**src/rtl/prog_pkg.sv**
```systemverilog
// Shared FSM encoding and timing defaults for the serial programming arbiter.
package prog_pkg;

  localparam int DIV_DEF     = 16;
  localparam int TIMEOUT_DEF = 64;
  localparam int RSTCYC_DEF  = 4;

  typedef enum logic [2:0] {
    sRESET = 3'd0,
    sIDLE  = 3'd1,
    sSHIFT = 3'd2,
    sWAIT  = 3'd3,
    sDONE  = 3'd4
  } state_t;

endpackage

```
**src/rtl/rr_arbiter.sv**
```systemverilog
// Round-robin selector: one-hot grant to the first requester after last_idx, wrapping.
module rr_arbiter #(
  parameter int NREQ = 4,
  parameter int IW   = 2
) (
  input  logic [NREQ-1:0] req,
  input  logic [IW-1:0]   last_idx,
  output logic [NREQ-1:0] grant
);

  always_comb begin
    int j;
    j     = 0;
    grant = '0;
    for (int i = 1; i <= NREQ; i++) begin
      j = int'(last_idx) + i;
      if (j >= NREQ) j = j - NREQ;
      if ((grant == '0) && req[j]) grant[j] = 1'b1;
    end
  end

endmodule

```
**src/rtl/serial_prog_arbiter.sv**
```systemverilog
// Arbitrates configuration requesters onto a serial chip programming port and
// waits for the chip's ready handshake (or a timeout) per programmed word.
//
// state  | meaning
// sRESET | chip reset held low for RSTCYC cycles after i_reset
// sIDLE  | no frame in flight; pick next requester round-robin
// sSHIFT | word shifted out MSB first, sclk low then high per bit
// sWAIT  | waiting for a rising edge of synchronized i_ready
// sDONE  | one-cycle completion pulse on o_done
module serial_prog_arbiter
  import prog_pkg::*;
#(
  parameter int NREQ    = 4,
  parameter int WIDTH   = 5,
  parameter int DIV     = DIV_DEF,
  parameter int TIMEOUT = TIMEOUT_DEF,
  parameter int RSTCYC  = RSTCYC_DEF
) (
  input  logic                  i_mainclk,
  input  logic                  i_reset,
  input  logic [NREQ-1:0]       i_req,
  input  logic [NREQ*WIDTH-1:0] i_data,
  input  logic                  i_ready,
  output logic [NREQ-1:0]       o_grant,
  output logic [NREQ-1:0]       o_done,
  output logic [NREQ-1:0]       o_err,
  output logic                  o_busy,
  output logic                  o_resetbAll,
  output logic                  o_sclk,
  output logic                  o_sdout
);

  localparam int IW = (NREQ > 1) ? $clog2(NREQ) : 1;
  localparam int DW = $clog2(DIV + 1);
  localparam int BW = $clog2(WIDTH + 1);
  localparam int TW = $clog2(TIMEOUT + 1);
  localparam int RW = $clog2(RSTCYC + 1);

  state_t            state, state_nx;
  logic [NREQ-1:0]   grant, grant_nx;
  logic [NREQ-1:0]   err, err_nx;
  logic [IW-1:0]     last_idx, last_idx_nx;
  logic              last_vld, last_vld_nx;
  logic [WIDTH-1:0]  sreg, sreg_nx;
  logic              sclk, sclk_nx;
  logic              sdout, sdout_nx;
  logic [DW-1:0]     div_cnt, div_cnt_nx;
  logic [BW-1:0]     bit_cnt, bit_cnt_nx;
  logic [TW-1:0]     tmr, tmr_nx;
  logic [RW-1:0]     rst_cnt, rst_cnt_nx;
  logic              rdy_s1, rdy_s2, rdy_d;
  logic              rdy_rise;
  logic [IW-1:0]     rr_last;
  logic [NREQ-1:0]   rr_grant;
  logic [IW-1:0]     rr_idx;
  logic [WIDTH-1:0]  rr_word;

  // Before any grant the search must start at index 0, i.e. "last" = NREQ-1.
  assign rr_last  = last_vld ? last_idx : IW'(NREQ - 1);
  assign rdy_rise = rdy_s2 & ~rdy_d;

  rr_arbiter #(
    .NREQ (NREQ),
    .IW   (IW)
  ) u_rr (
    .req      (i_req),
    .last_idx (rr_last),
    .grant    (rr_grant)
  );

  always_comb begin
    rr_idx  = '0;
    rr_word = '0;
    for (int k = 0; k < NREQ; k++) begin
      if (rr_grant[k]) begin
        rr_idx  = IW'(k);
        rr_word = i_data[k*WIDTH +: WIDTH];
      end
    end
  end

  always_comb begin
    state_nx    = state;
    grant_nx    = grant;
    err_nx      = '0;
    last_idx_nx = last_idx;
    last_vld_nx = last_vld;
    sreg_nx     = sreg;
    sclk_nx     = sclk;
    sdout_nx    = sdout;
    div_cnt_nx  = div_cnt;
    bit_cnt_nx  = bit_cnt;
    tmr_nx      = tmr;
    rst_cnt_nx  = rst_cnt;

    case (state)
      sRESET: begin
        sclk_nx  = 1'b1;
        sdout_nx = 1'b0;
        grant_nx = '0;
        if (rst_cnt == '0) state_nx = sIDLE;
        else               rst_cnt_nx = rst_cnt - 1'b1;
      end
      sIDLE: begin
        if (|i_req) begin
          grant_nx    = rr_grant;
          last_idx_nx = rr_idx;
          last_vld_nx = 1'b1;
          sdout_nx    = rr_word[WIDTH-1];
          sreg_nx     = rr_word << 1;
          sclk_nx     = 1'b0;
          div_cnt_nx  = DW'(DIV - 1);
          bit_cnt_nx  = BW'(WIDTH - 1);
          state_nx    = sSHIFT;
        end
      end
      sSHIFT: begin
        if (div_cnt != '0) begin
          div_cnt_nx = div_cnt - 1'b1;
        end else begin
          div_cnt_nx = DW'(DIV - 1);
          if (!sclk) begin
            sclk_nx = 1'b1;
          end else if (bit_cnt == '0) begin
            sdout_nx = 1'b0;
            tmr_nx   = TW'(TIMEOUT - 1);
            state_nx = sWAIT;
          end else begin
            sclk_nx    = 1'b0;
            sdout_nx   = sreg[WIDTH-1];
            sreg_nx    = sreg << 1;
            bit_cnt_nx = bit_cnt - 1'b1;
          end
        end
      end
      sWAIT: begin
        // Completion is checked first so a same-cycle edge beats the timeout.
        if (rdy_rise) begin
          state_nx = sDONE;
        end else if (tmr == '0) begin
          err_nx   = grant;
          grant_nx = '0;
          state_nx = sIDLE;
        end else begin
          tmr_nx = tmr - 1'b1;
        end
      end
      sDONE: begin
        grant_nx = '0;
        state_nx = sIDLE;
      end
      default: state_nx = sRESET;
    endcase
  end

  always_ff @(posedge i_mainclk) begin
    if (i_reset) begin
      state    <= sRESET;
      grant    <= '0;
      err      <= '0;
      last_idx <= '0;
      last_vld <= 1'b0;
      sreg     <= '0;
      sclk     <= 1'b1;
      sdout    <= 1'b0;
      div_cnt  <= '0;
      bit_cnt  <= '0;
      tmr      <= '0;
      rst_cnt  <= RW'(RSTCYC);
      rdy_s1   <= 1'b0;
      rdy_s2   <= 1'b0;
      rdy_d    <= 1'b0;
    end else begin
      state    <= state_nx;
      grant    <= grant_nx;
      err      <= err_nx;
      last_idx <= last_idx_nx;
      last_vld <= last_vld_nx;
      sreg     <= sreg_nx;
      sclk     <= sclk_nx;
      sdout    <= sdout_nx;
      div_cnt  <= div_cnt_nx;
      bit_cnt  <= bit_cnt_nx;
      tmr      <= tmr_nx;
      rst_cnt  <= rst_cnt_nx;
      rdy_s1   <= i_ready;
      rdy_s2   <= rdy_s1;
      rdy_d    <= rdy_s2;
    end
  end

  assign o_grant     = grant;
  assign o_done      = (state == sDONE) ? grant : '0;
  assign o_err       = err;
  assign o_busy      = (state != sIDLE);
  assign o_resetbAll = (state != sRESET);
  assign o_sclk      = sclk;
  assign o_sdout     = sdout;

endmodule
```
**config.mk**
```make
export PLATFORM = sky130hd
export DESIGN_NAME = serial_prog_arbiter
export DESIGN_NICKNAME = d
export VERILOG_FILES = /design/src/rtl/prog_pkg.sv /design/src/rtl/rr_arbiter.sv /design/src/rtl/serial_prog_arbiter.sv
export SDC_FILE = /design/constraint.sdc
export NUM_CORES = 1
export LEC_CHECK = 0
export ABC_AREA = 1
export BUFFER_PORTS_ARGS = -buffer_cell sky130_fd_sc_hd__clkbuf_2
export CORE_ASPECT_RATIO = 1.4
export CORE_UTILIZATION = 51
export CTS_BUF_LIST = sky130_fd_sc_hd__clkbuf_8 sky130_fd_sc_hd__clkbuf_16
export DETAILED_ROUTE_END_ITERATION = 8
export PLACE_DENSITY_LB_ADDON = 0.1
export SYNTH_ARGS = -nofsm -noshare
export SYNTH_HDL_FRONTEND = slang
export SYNTH_SLANG_ARGS = --single-unit
```
**constraint.sdc**
```tcl
create_clock -name i_mainclk -period 2.74 [get_ports i_mainclk]
set_clock_uncertainty 0.2 [all_clocks]
set_input_delay 0.548 -clock i_mainclk [delete_from_list [all_inputs] [get_ports i_mainclk]]
set_output_delay 0.548 -clock i_mainclk [all_outputs]
set_load 0.005 [all_outputs]
```
======== Word level (Yosys, flattened, before mapping) ========
Index checks and enable logic that the tools add are counted.
word-level totals
  bits in registers ....................... 42
  bits of input ports ..................... 27
  output and inout bits ................... 16
  word-level logic and storage cells ...... 172
cells by class
  add/sub/neg operators ................... 12
  order comparisons ....................... 12
  equality and inequality tests ........... 15
  muxes and demuxes ....................... 78
  bitwise logic cells ..................... 8
  reductions and logical operators ........ 32
operator list
  cell                   count
  $ge 32x1->1 const B    4
  $ge 32x4->1 const B    4
  $lt 32x4->1 const B    4
  $mux 32                4
  $sub 32x4->32 const B  4
  $mux 5                 10
  $mux 7                 5
  $mux 3                 11
  $mux 4                 8
  $mux 1                 21
  $pmux 5 s2             2
  $ne 2x2->1 const B     9
  $pmux 3 s5             1
  $pmux 7 s2             1
  $logic_not 4->1        3
  $or 4x4->4             3
  $pmux 4 s3             1
  $reduce_and 6->1       2
  $logic_not 3->1        3
  $reduce_bool 3->1      3
  $bmux 1 s2             4
  $demux 1 s2            4
  $reduce_and 4->1       2
  $reduce_or 4->1        2
  other kinds (24)       42

======== Logic depth before layout (Yosys ltp) ========
Gate-level depths: netlist of the first run.
  depth after elaboration ................. 24
  gate-level depth with buffers ........... 23
  mapped depth without buffers ............ 23

======== Cells and area by module ========
A second synthesis of the first run with hierarchy kept.
second synthesis, totals
  cells, all modules ...................... 433
  area total of the unflattened synthesis .. 2752.6 sq um
by module, submodules not included
  module               times used  cells each  area each (sq um)  seq. area each (sq um)
  serial_prog_arbiter  1           349         2262.2             820.8
  rr_arbiter           1           84          490.5              0.0

======== Worst setup path after synthesis of the first run ========
Ideal clock, no wire load.
  path type ............................... register to register
  from .................................... register last_vld
  to ...................................... register sdout, in the netlist o_sdout
  setup time .............................. 0.129 ns
  data arrival time ....................... 2.383 ns
  required time ........................... 2.411 ns
  path slack .............................. 0.029 ns
  stages on the path, launching flop included .. 23
  buffers on the path ..................... 0
  period minus slack after synthesis ...... 2.711 ns
  cell sequence ........................... dfxtp_1 > inv_2 > nor2_4 > inv_4 > ha_1 > inv_1 > nand3_4 > nand3_4 > nand3_1 > nand2_2 > nor2_2 > nand3_1 > nand2_2 > nor2_4 > nand3_2 > nand2_2 > inv_2 > nor2_1 > nor2_2 > nand2_1 > nand2_1 > nand2_1 > a21oi_2
on the way
  word-level cells in the longest chain between the ends .. 24
  elaborated cells on any way between the ends .. 68
  those cells by class .................... add/sub (8); order compare (12); mux (35); bitwise (3); reduce/logical (10)
RTL lines
  element                                                           RTL line                    source
  start: declaration                                                serial_prog_arbiter.sv:43   logic last_vld, last_vld_nx;
  start signal: assignment                                          serial_prog_arbiter.sv:178  last_vld <= last_vld_nx;
  $mux 2 *                                                          serial_prog_arbiter.sv:59   assign rr_last = last_vld ? last_idx : IW'(NREQ - 1);
  $add 2x1->3                                                       rr_arbiter.sv:16            j = int'(last_idx) + i;
  $sub 32x4->32 or $ge 32x4->1 (tied branches)                      rr_arbiter.sv:17            if (j >= NREQ) j = j - NREQ;
  $mux 32                                                           rr_arbiter.sv:17
  $ge 32x1->1 (not written as such) or $lt 32x4->1 (tied branches)  rr_arbiter.sv:18            if ((grant == '0) && req[j]) grant[j] = 1'b1;
  $logic_and 1x1->1 (not written as such)                           rr_arbiter.sv:18
  $mux 1 (not written as such)                                      rr_arbiter.sv:18
  $demux 1 s2                                                       --
  [6 not listed]                                                    --
  $mux 4                                                            rr_arbiter.sv:18
  $logic_not 4->1                                                   rr_arbiter.sv:18
  $logic_and 1x1->1                                                 rr_arbiter.sv:18
  $mux 4 *                                                          rr_arbiter.sv:18
  $mux 5 (3 in series)                                              serial_prog_arbiter.sv:75   if (rr_grant[k]) begin
  $mux 5 *                                                          serial_prog_arbiter.sv:75
  $mux 1 *                                                          serial_prog_arbiter.sv:105  if (|i_req) begin
  $pmux 1 s3 *                                                      serial_prog_arbiter.sv:96   case (state)
  end signal: assignment                                            serial_prog_arbiter.sv:181  sdout <= sdout_nx;
  end: declaration                                                  serial_prog_arbiter.sv:46   logic sdout, sdout_nx;
Every way passes the cells marked *; elsewhere a longest branch is shown, timed or not. The select of a mux whose other input is x is not followed.
A chain may end at the register's enable or synchronous reset.

======== Worst setup path in the final report of the first run ========
  from .................................... register last_vld
  to ...................................... register sreg[3]
on the way
  word-level cells in the longest chain between the ends .. 24
  elaborated cells on any way between the ends .. 68
  those cells by class .................... add/sub (8); order compare (12); mux (35); bitwise (3); reduce/logical (10)
RTL lines
  element                                                           RTL line                    source
  $mux 2 *                                                          serial_prog_arbiter.sv:59
  $add 2x1->3                                                       rr_arbiter.sv:16
  $sub 32x4->32 or $ge 32x4->1 (tied branches)                      rr_arbiter.sv:17
  $mux 32                                                           rr_arbiter.sv:17
  $ge 32x1->1 (not written as such) or $lt 32x4->1 (tied branches)  rr_arbiter.sv:18
  $logic_and 1x1->1 (not written as such)                           rr_arbiter.sv:18
  $mux 1 (not written as such)                                      rr_arbiter.sv:18
  $demux 1 s2                                                       --
  [6 not listed]                                                    --
  $mux 4                                                            rr_arbiter.sv:18
  $logic_not 4->1                                                   rr_arbiter.sv:18
  $logic_and 1x1->1                                                 rr_arbiter.sv:18
  $mux 4 *                                                          rr_arbiter.sv:18
  $mux 5 (3 in series)                                              serial_prog_arbiter.sv:75
  $mux 5 *                                                          serial_prog_arbiter.sv:75
  $mux 5 *                                                          serial_prog_arbiter.sv:105
  $pmux 5 s2 *                                                      serial_prog_arbiter.sv:96
  end signal: assignment                                            serial_prog_arbiter.sv:179  sreg <= sreg_nx;
  end: declaration                                                  serial_prog_arbiter.sv:44   logic [WIDTH-1:0] sreg, sreg_nx;
Marked as above.

==> results of run 1 <==
## critical path, cell delays in order, from the launching register on
cell and delay, ns:
dfxtp_2 0.35, inv_4 0.05, nor2_4 0.11, inv_4 0.06, ha_4 0.28, nand3_4 0.09
buf_4 0.16, nand3_1 0.13, nand2_4 0.08, nor2_4 0.14, nand3_1 0.11, nand2_2 0.10
nor2_4 0.06, nand3_2 0.09, nand2_4 0.12, buf_4 0.17, a21oi_1 0.16, nand3_1 0.11
nand2_1 0.08, a21oi_1 0.05
## synthesized netlist by cell type, types with 3 or more instances
cell      count  share of area, %
nand3_1      31               6.1
nand2_2      17               4.2
nor2_4        6               2.6
o21ai_0      14               2.7
nor2_1       44               6.4
nand2_1      53               7.8
a211oi_1      3              0.88
a21oi_2       4               1.4
dfxtp_1      41                32
ha_1          9               4.4
nand3_4       4               2.7
a21oi_1      22               4.3
nor2_2        3              0.73
nor4_1        3              0.73
nor3_1        8               1.6
nand3_2       6               2.3
inv_1        59               8.6
a31oi_1       9               2.2
inv_2         6              0.88
## kinds of logic after synthesis
logic type	share of synthesized area, %
buffers and inverters	11.5
XOR/XNOR	0.684
AO/OA/AOI/OAI	14.0
AND/OR/NAND/NOR	37.4
flip-flops	32.0
adder cells (fa/ha/maj)	4.40
## stage by stage
stage,TNS [ns],power (mW)
2_1_floorplan,0,2.84
3_3_place_gp,-0.0731,3.61
3_5_place_dp,-0.343,3.66
4_1_cts,0,4.29
5_1_grt,-1.43,5.00
6_report,-0.399,4.60
## registers in the layout (all words and copies together), names as in the netlist, 3 cells and up
name / count
bit_cnt: 3
tmr: 7
sreg: 4
state: 3
rst_cnt: 3
div_cnt: 5
o_err: 4
o_grant: 4
## layer usage
layer  global-route usage, %  routed length, um  up-vias
met5                       0                  0        -
met4                    14.5                244        0
met3                    7.54                245       18
met2                    46.9               3620       58
met1                    28.0               2580     1199
li1                        -                  -     1343
## worst min path at each step
stage	end	depth (start not counted)	slack [ns]
after CTS	rdy_s2	2	0.22
final	rdy_s2	2	0.21
after detailed placement	rdy_s2	2	0.20
after global routing	rdy_s2	2	0.23
after global placement	rdy_s2	2	0.19
after floorplan	rdy_s2	2	0.19
## where the power goes
part           total [mW]  internal, mW  leakage, nW  switching [mW]
registers           0.915         0.792        0.336           0.123
clock network       0.490         0.293       0.0626           0.197
logic                3.20          1.25         1.13            1.95
## cells in the final DEF (no fill, tap or decap), types with 6 or more instances in the layout
cell type and count:
a21oi_1 20, a31oi_1 9, buf_4 30, clkbuf_2 42, clkbuf_8 6, dfxtp_1 40, ha_1 7, inv_1 59
inv_2 6, nand2_1 51, nand2_2 15, nand2_4 6, nand3_1 22, nand3_2 11, nand3_4 8, nor2_1 41
nor2_4 9, nor3_1 8, o21ai_0 14
## area by class of cell
type                       count  area share [%]
sequential                    41            24.6
timing repair buffer          72            13.0
tap                           64            2.40
inverter                      69            8.10
clock inverter                 2            1.01
multi-input combinational    253            48.3
clock buffer                   6            2.47
## what timing repair did
action / in CTS / in global routing
resized for setup: 12 / 24
setup endpoints to repair: 6 / 7
setup buffers: 2 / 4
pin swaps: 4 / 12
==> impl_metrics.env, run 1 <==
export IMPL_status="finished, violations left"
export IMPL_violations="setup timing"
export IMPL_synth_area_mm2=0.00256
export IMPL_placed_cell_area_mm2=0.00300
export IMPL_core_rowCount=30
export IMPL_io_pin_count=43
export IMPL_path_max_fanout=7
export IMPL_fmax_mhz=351
export IMPL_seqCellArea_um2=822
export IMPL_cts_made_buffers=5
export IMPL_h_tree_depth=2
export IMPL_ys_warnings_count=0
export IMPL_worstReg2RegEnd="sreg[3]"
export IMPL_final_hold_viol_count=0
export IMPL_drtPass1Iterations=4
export IMPL_syn_num_nets=403
export IMPL_place_inst=493
export IMPL_r2r_setup_slack_ns=-0.11
export IMPL_n_antenna_cell=0
export IMPL_coreArea_mm2=0.00484
export IMPL_r2r_start="last_vld"
export IMPL_grt_max_degree=21
export IMPL_chipHeight_um=85.9
export IMPL_ys_seq_elements=41
export IMPL_final_setup_viol_count=6
export IMPL_power_density_mw_per_mm2=1380
export IMPL_critPathLaunchType="flip-flop"
export IMPL_holdWs_ns=0.213
export IMPL_ys_seq_area_share_pct=32.0
export IMPL_instances_no_fill=507
export IMPL_dp_slack_ns=-0.0684
export IMPL_ys_flop_type="dfxtp_1"
export IMPL_drc=0
export IMPL_dieArea_mm2=0.00531
export IMPL_vias=2618
export IMPL_syn_instance_count=367
export IMPL_grt_usage_pct=27.0
export IMPL_grt_pass1_vias=2530
export IMPL_final_core_util_pct=68.9
export IMPL_clock_sinks=41
export IMPL_nets=478
export IMPL_hpwl_um=5030
export IMPL_gp_congestion=0.907
export IMPL_port_buffers=42
export IMPL_irDropWorstVdd_mv=0.789
export IMPL_multiInputGateArea_mm2=0.00161
export IMPL_drt_total_wl_um=6690
export IMPL_critical_path_class="reg2reg"
export IMPL_grt_first_pass_wirelength_um=10800
export IMPL_fin_crit_ns=2.85
export IMPL_cts_tree="yes"
export IMPL_drive_gt1_share_pct=34.5
export IMPL_reg2reg_depth=19
export IMPL_ys_types=39
export IMPL_fin_ws_ns=-0.111
export IMPL_endpoint_kind="flip-flop"
export IMPL_relSlewSlack_pct=73.5
export IMPL_antenna_found_initial=0
export IMPL_p_leak_nw=1.53
export IMPL_grt_overflow=0
export IMPL_die_w_um=61.9
export IMPL_cp_required_ns=2.72
export IMPL_finalMaxSlewViolations=0
export IMPL_root_buffer="clkbuf_8"
export IMPL_cts_clk_slew_worst_paths_ns=0.08
export IMPL_crit_arrival_ns=2.83
export IMPL_cts_hold_buf=0
export IMPL_drt_iter0_markers=95
export IMPL_worst_slew_pin_transition_ns=0.395
export IMPL_critPathLaunch="last_vld"
export IMPL_hp_start="rdy_s1"
export IMPL_fin_area_mm2=0.00334
export IMPL_area_growth_pct=30.3
export IMPL_vias_per_cell=5.16
export IMPL_rsz0062_at_grt="yes"
export IMPL_finalCritPeriodShare_pct=104
export IMPL_clk_latency_ns=0.29
export IMPL_hp_class="reg2reg"
export IMPL_syn_area_per_cell_um2=6.98
export IMPL_synth_edf_count=0
export IMPL_ant_nets=0
export IMPL_drv_cap=0
export IMPL_detail_route_wl_per_cell_um=13.2
export IMPL_endpoint="sreg[3]"
export IMPL_ys_async_sr_fraction_pct=0
export IMPL_nFillCells=426
export IMPL_start_util_pct=52.9
export IMPL_clock_path_buffers=2
No activity file was read; power rests on OpenSTA's default activity.
==> run 2: changes to the inputs <==
Settings changed: CORE_UTILIZATION 51 to 56.
Clock period 2.74 ns to 3 ns, I/O delays scaled along.
==> run 2 against run 1 <==
The flow now finishes without violations. Maximum frequency rose by 2.5%. Worst setup slack improved by 0.33 ns. Routed wire length fell by 14%. Clock power fell by 7.8%. Count of clock-buffer cells in the layout fell by 1. Critical path depth rose by 2. Total power fell by 23%. Design area fell by 10%. Critical path type unchanged. Highest routed layer unchanged.
==> impl_metrics.env, run 2 (same netlist as run 1, synthesis figures left out) <==
export IMPL_cp_cell_sequence="inv_2, nor2_4, inv_4, ha_4, inv_1, nand3_4, nand3_1, nand3_4, nor2_2, nand3_1, nand2_2, nor2_4, nand3_2, nand2_4, inv_2, nor2_1, nor2_2, nand2_1, nand2_1, nand2_1, a21oi_2"
export IMPL_reg2reg_depth=21
export IMPL_vias_per_cell=5.20
export IMPL_switching_share_pct=50.0
export IMPL_p_leak_nw=1.38
export IMPL_power_frac_comb_pct=63.6
export IMPL_crit_buf_inv=4
export IMPL_crit_arrival_ns=2.75
export IMPL_min_to="rdy_s2"
export IMPL_drtPass1Iterations=4
export IMPL_placed_cell_area_mm2=0.00285
export IMPL_start_util_pct=59.4
export IMPL_r2r_start="last_vld"
export IMPL_finalMaxSlewViolations=0
export IMPL_nets=452
export IMPL_final_hold_viol_count=0
export IMPL_clock_path_buffers=2
export IMPL_io_pin_count=43
export IMPL_irDropWorstVdd_mv=0.677
export IMPL_drc=0
export IMPL_gp_congestion=0.890
export IMPL_grt_pass1_vias=2264
export IMPL_endpoint_kind="flip-flop"
export IMPL_p_clk_share_pct=12.7
export IMPL_core_rowCount=28
export IMPL_r2r_setup_slack_ns=0.22
export IMPL_area_growth_pct=16.7
export IMPL_hp_class="reg2reg"
export IMPL_drive_gt1_share_pct=26.4
export IMPL_hold_depth=2
export IMPL_cp_required_ns=2.97
export IMPL_final_core_util_pct=69.4
export IMPL_p_sw_mw=1.78
export IMPL_h_tree_depth=2
export IMPL_clk_latency_ns=0.30
export IMPL_ant_nets=0
export IMPL_path_max_fanout=7
export IMPL_drt_total_wl_um=5750
export IMPL_n_antenna_cell=0
export IMPL_port_buffers=42
export IMPL_dieArea_mm2=0.00485
export IMPL_pwr_share_seq_pct=23.7
export IMPL_root_buffer="clkbuf_8"
export IMPL_finalCritPeriodShare_pct=92.7
export IMPL_cts_tree="yes"
export IMPL_relSlewSlack_pct=59.4
export IMPL_coreArea_mm2=0.00431
export IMPL_drt_iter0_markers=113
export IMPL_clock_sinks=41
export IMPL_intPower_mw=1.78
export IMPL_hp_start="rdy_s1"
export IMPL_power_density_mw_per_mm2=1190
export IMPL_grt_usage_pct=25.3
export IMPL_grt_overflow=0
export IMPL_grt_first_pass_wirelength_um=9330
export IMPL_cts_clk_slew_worst_paths_ns=0.08
export IMPL_cp_slowest_cell="dfxtp_2"
export IMPL_final_setup_viol_count=0
export IMPL_status="complete, no violations"
export IMPL_antenna_found_initial=0
export IMPL_fin_area_mm2=0.00299
export IMPL_worst_slew_pin_transition_ns=0.604
export IMPL_die_w_um=59.2
export IMPL_cts_made_buffers=5
export IMPL_hpwl_um=4490
export IMPL_chipHeight_um=82.0
export IMPL_regMostFlops="tmr"
export IMPL_worstReg2RegEnd="o_sdout"
export IMPL_largestRegisters="tmr (7), div_cnt (5)"
export IMPL_largest_reg_flops=7
export IMPL_grt_max_degree=29
export IMPL_final_cell_mix="59 x inv_1, 53 x nand2_1, 44 x nor2_1"
export IMPL_layout_commonest_cell="inv_1"
export IMPL_fin_crit_ns=2.78
export IMPL_cpPeakStageDelay_ns=0.37
export IMPL_critical_path_top_delay_family="simple AND/OR/NAND/NOR gates"
export IMPL_post_cts_setup_buffer_count=0
export IMPL_critical_path_class="reg2reg"
export IMPL_cts_hold_buf=0
export IMPL_fmax_mhz=360
export IMPL_drv_cap=0
export IMPL_detail_route_wl_per_cell_um=12.1
export IMPL_rsz0062_at_grt="yes"
export IMPL_nFillCells=400
export IMPL_crit_top_cell="nand2_1"
export IMPL_cts_resized=0
export IMPL_vias=2480
export IMPL_critPathLaunchType="flip-flop"
## run 2: changes by cell type in the layout (fill, tap and decap cells not counted), sizes merged
cell	change
buf	-26
clkbuf	-1
clkinv	+1
## run 2: worst max-delay path by stage
stage / startpoint / to / slack, ns / cells after the start
after floorplan: last_vld / o_sdout / 0.29 / 22
after global placement: last_vld / o_sdout / 0.11 / 22
after detailed placement: last_vld / o_sdout / 0.07 / 22
after CTS: last_vld / o_sdout / 0.05 / 22
after global routing: last_vld / o_sdout / -0.006 / 22
final: last_vld / o_sdout / 0.22 / 21
## run 2: per-stage QoR
stage / std cells / total power [mW] / setup slack [ns] / TNS (ns) / hold WS, ns
finish: 477 / 3.55 / 0.218 / 0 / 0.206
global route: 477 / 3.88 / -0.00619 / -0.00619 / 0.245
CTS: 477 / 3.52 / 0.0455 / 0 / 0.209
detailed placement: 469 / 3.05 / 0.0704 / 0 / 0.194
global placement: 469 / 3.00 / 0.112 / 0 / 0.193
floorplan: 367 / 2.60 / 0.289 / 0 / 0.188
## run 2: layer usage
metal | vias up | track usage (%) | share of wire (%)
met3 | 10 | 4.57 | 3.3
li1 | 1297 | - | -
met2 | 45 | 47.6 | 51
met1 | 1128 | 28.5 | 44
met4 | 0 | 7.14 | 1.4
met5 | - | 0 | 0
## run 2: power by group through the flow
stage	combinational, mW	clock (mW)	sequential (mW)
detailed placement	2.20	0	0.849
CTS	2.22	0.463	0.838
finish	2.26	0.452	0.841
global placement	2.16	0	0.846
floorplan	1.77	0	0.826
global route	2.54	0.483	0.861
## run 2: layout make-up
cell class | instances | area [um^2] | share of cell area (%)
Tap cell | 60 | 75.1 | 2.51
Multi-Input combinational cell | 253 | 1470 | 49.3
Sequential cell | 41 | 822 | 27.5
Inverter | 69 | 265 | 8.87
Clock buffer | 5 | 68.8 | 2.30
Clock inverter | 3 | 43.8 | 1.47
Timing Repair Buffer | 46 | 240 | 8.04
## run 2: worst register-to-register path, cell delays in order (launching register included)
cell and delay (ns):
dfxtp_2 0.37, inv_2 0.07, nor2_4 0.13, inv_4 0.08
ha_4 0.28, inv_1 0.06, nand3_4 0.10, nand3_1 0.16
nand3_4 0.13, nor2_2 0.05, nand3_1 0.08, nand2_2 0.08
nor2_4 0.18, nand3_2 0.13, nand2_4 0.12, inv_2 0.08
nor2_1 0.12, nor2_2 0.04, nand2_1 0.06, nand2_1 0.04
nand2_1 0.06, a21oi_2 0.05
==> run 3: changes to the inputs <==
Settings changed: GPL_TIMING_DRIVEN set to 0.
==> run 3 against run 2 <==
Utilization grew 1.9 points. Maximum frequency down 1.9%. Routed wire length is 0.63% lower. Flip-flop and latch count is the same. Global-route usage fell by 0.70 points. Hold slack gained 0.00082 ns. Sequential share of layout area down 0.67 points. Worst setup slack lost 0.055 ns. Critical path depth up 1. Critical endpoint is now sreg[1].
==> impl_metrics.env, run 3 (same netlist as run 1, synthesis figures left out) <==
export IMPL_status="complete, no violations"
export IMPL_critical_path_top_delay_family="simple AND/OR/NAND/NOR gates"
export IMPL_finalCritPeriodShare_pct=94.5
export IMPL_min_to="rdy_s2"
export IMPL_vias_per_cell=5.16
export IMPL_drive_gt1_share_pct=28.8
export IMPL_drc=0
export IMPL_drt_total_wl_um=5710
export IMPL_holdWs_ns=0.207
export IMPL_cp_required_ns=3.03
export IMPL_irDropWorstVdd_mv=0.606
export IMPL_h_tree_depth=2
export IMPL_multiInputGateArea_mm2=0.00151
export IMPL_cp_slowest_cell="dfxtp_4"
export IMPL_port_buffers=42
export IMPL_hp_start="rdy_s1"
export IMPL_start_util_pct=59.4
export IMPL_grt_first_pass_wirelength_um=9130
export IMPL_fin_tns_setup_ns=0
export IMPL_critical_path_class="reg2reg"
export IMPL_hpwl_um=4370
export IMPL_ant_nets=0
export IMPL_critPathLaunchType="flip-flop"
export IMPL_cts_made_buffers=5
export IMPL_cts_hold_buf=0
export IMPL_r2r_start="last_vld"
export IMPL_cp_cell_sequence="inv_4, nor2_4, clkinv_4, ha_4, inv_2, nand3_4, nand3_4, nand3_2, nand3_4, nor2_2, nand3_1, nand2_2, nor2_4, nand3_1, nand2_2, nor2_4, nand2_1, nand2_1, o21ai_1, nand2_1, nand2_1, a21oi_2"
export IMPL_fmax_mhz=353
export IMPL_coreArea_mm2=0.00431
export IMPL_largest_reg_flops=7
export IMPL_cts_clk_slew_worst_paths_ns=0.09
export IMPL_regMostFlops="tmr"
export IMPL_p_leak_nw=1.41
export IMPL_dieArea_mm2=0.00485
export IMPL_root_buffer="clkbuf_8"
export IMPL_largestRegisters="tmr (7), div_cnt (5)"
export IMPL_nFillCells=387
export IMPL_hp_class="reg2reg"
export IMPL_antenna_found_initial=0
export IMPL_drv_cap=0
export IMPL_die_w_um=59.2
export IMPL_core_rowCount=28
export IMPL_grt_max_degree=15
export IMPL_final_hold_viol_count=0
export IMPL_instances_no_fill=483
export IMPL_seqCellArea_um2=825
export IMPL_final_setup_viol_count=0
export IMPL_clock_sinks=41
export IMPL_gp_congestion=0.828
export IMPL_r2r_setup_slack_ns=0.16
export IMPL_vias=2490
export IMPL_hold_depth=2
export IMPL_reg2reg_depth=22
export IMPL_chipHeight_um=82.0
export IMPL_path_max_fanout=5
export IMPL_crit_arrival_ns=2.86
export IMPL_relSlewSlack_pct=56.9
export IMPL_cts_tree="yes"
export IMPL_cpPeakStageDelay_ns=0.36
export IMPL_crit_top_cell="nand2_1"
export IMPL_place_inst=469
export IMPL_clk_latency_ns=0.30
export IMPL_drt_iter0_markers=61
export IMPL_final_cell_mix="58 x inv_1, 52 x nand2_1, 42 x nor2_1, 42 x clkbuf_2, 40 x dfxtp_1"
export IMPL_drtPass1Iterations=4
export IMPL_final_core_util_pct=71.3
export IMPL_fin_crit_ns=2.84
export IMPL_grt_overflow=0
export IMPL_finalMaxSlewViolations=0
export IMPL_power_density_mw_per_mm2=1180
export IMPL_io_pin_count=43
export IMPL_detail_route_wl_per_cell_um=11.8
export IMPL_grt_usage_pct=24.6
export IMPL_nets=458
export IMPL_grt_pass1_vias=2175
export IMPL_clock_path_buffers=2
export IMPL_layout_commonest_cell="inv_1"
export IMPL_n_antenna_cell=0
export IMPL_area_growth_pct=20.0
export IMPL_crit_buf_inv=3
export IMPL_endpoint_kind="flip-flop"
export IMPL_worstReg2RegEnd="sreg[1]"
export IMPL_worst_slew_pin_transition_ns=0.645
[run 3: per-stage QoR]
step	area [um^2]	setup WS, ns	total power, mW
floorplan	2560	0.289	2.60
global placement	2850	0.0542	2.98
detailed placement	2850	0.0113	3.03
CTS	2960	0.00955	3.50
global route	3070	-0.00836	3.99
finish	3070	0.164	3.64
[run 3: metal layers]
layer	vias to the layer above	wire length [um]	global-route usage, %
met4	0	78	7.62
met1	1127	2480	28.2
met5	-	0	0
met3	10	180	4.57
met2	51	2970	45.3
li1	1302	-	-
[run 3: area by class of cell]
class                      instances  area share, %
buffer                             4          0.936
clock buffer                       5           2.24
clock inverter                     3           1.43
inverter                          69           8.79
multi-input combinational        253           49.0
sequential                        41           26.8
tap                               60           2.44
timing repair buffer              48           8.31
[run 3: worst max-delay path by stage]
stage | depth (start not counted) | endpoint | startpoint
5_1_grt | 22 | o_sdout | last_vld
2_1_floorplan | 22 | o_sdout | last_vld
3_5_place_dp | 22 | o_sdout | last_vld
4_1_cts | 22 | o_sdout | last_vld
3_3_place_gp | 22 | o_sdout | last_vld
6_report | 22 | sreg[1] | last_vld
[run 3: what timing repair did]
action                     CTS  global route
setup buffers                0             6
setup endpoints to repair    0             6
gates resized for setup      0            16
[run 3: worst min-delay path, delay by kind of cell (launching register included)]
| kind | cells | cell delay (ns) |
|---|---|---|
| simple gates | 1 | 0.03 |
| buf+inv | 1 | 0.04 |
| flops | 1 | 0.31 |
[run 3: where the power goes]
group / total, mW / switching (mW) / leakage [nW] / internal (mW)
Sequential: 0.839 / 0.114 / 0.337 / 0.724
Combinational: 2.35 / 1.51 / 1.02 / 0.834
Clock: 0.455 / 0.205 / 0.0585 / 0.249
Total: 3.64 / 1.83 / 1.41 / 1.81
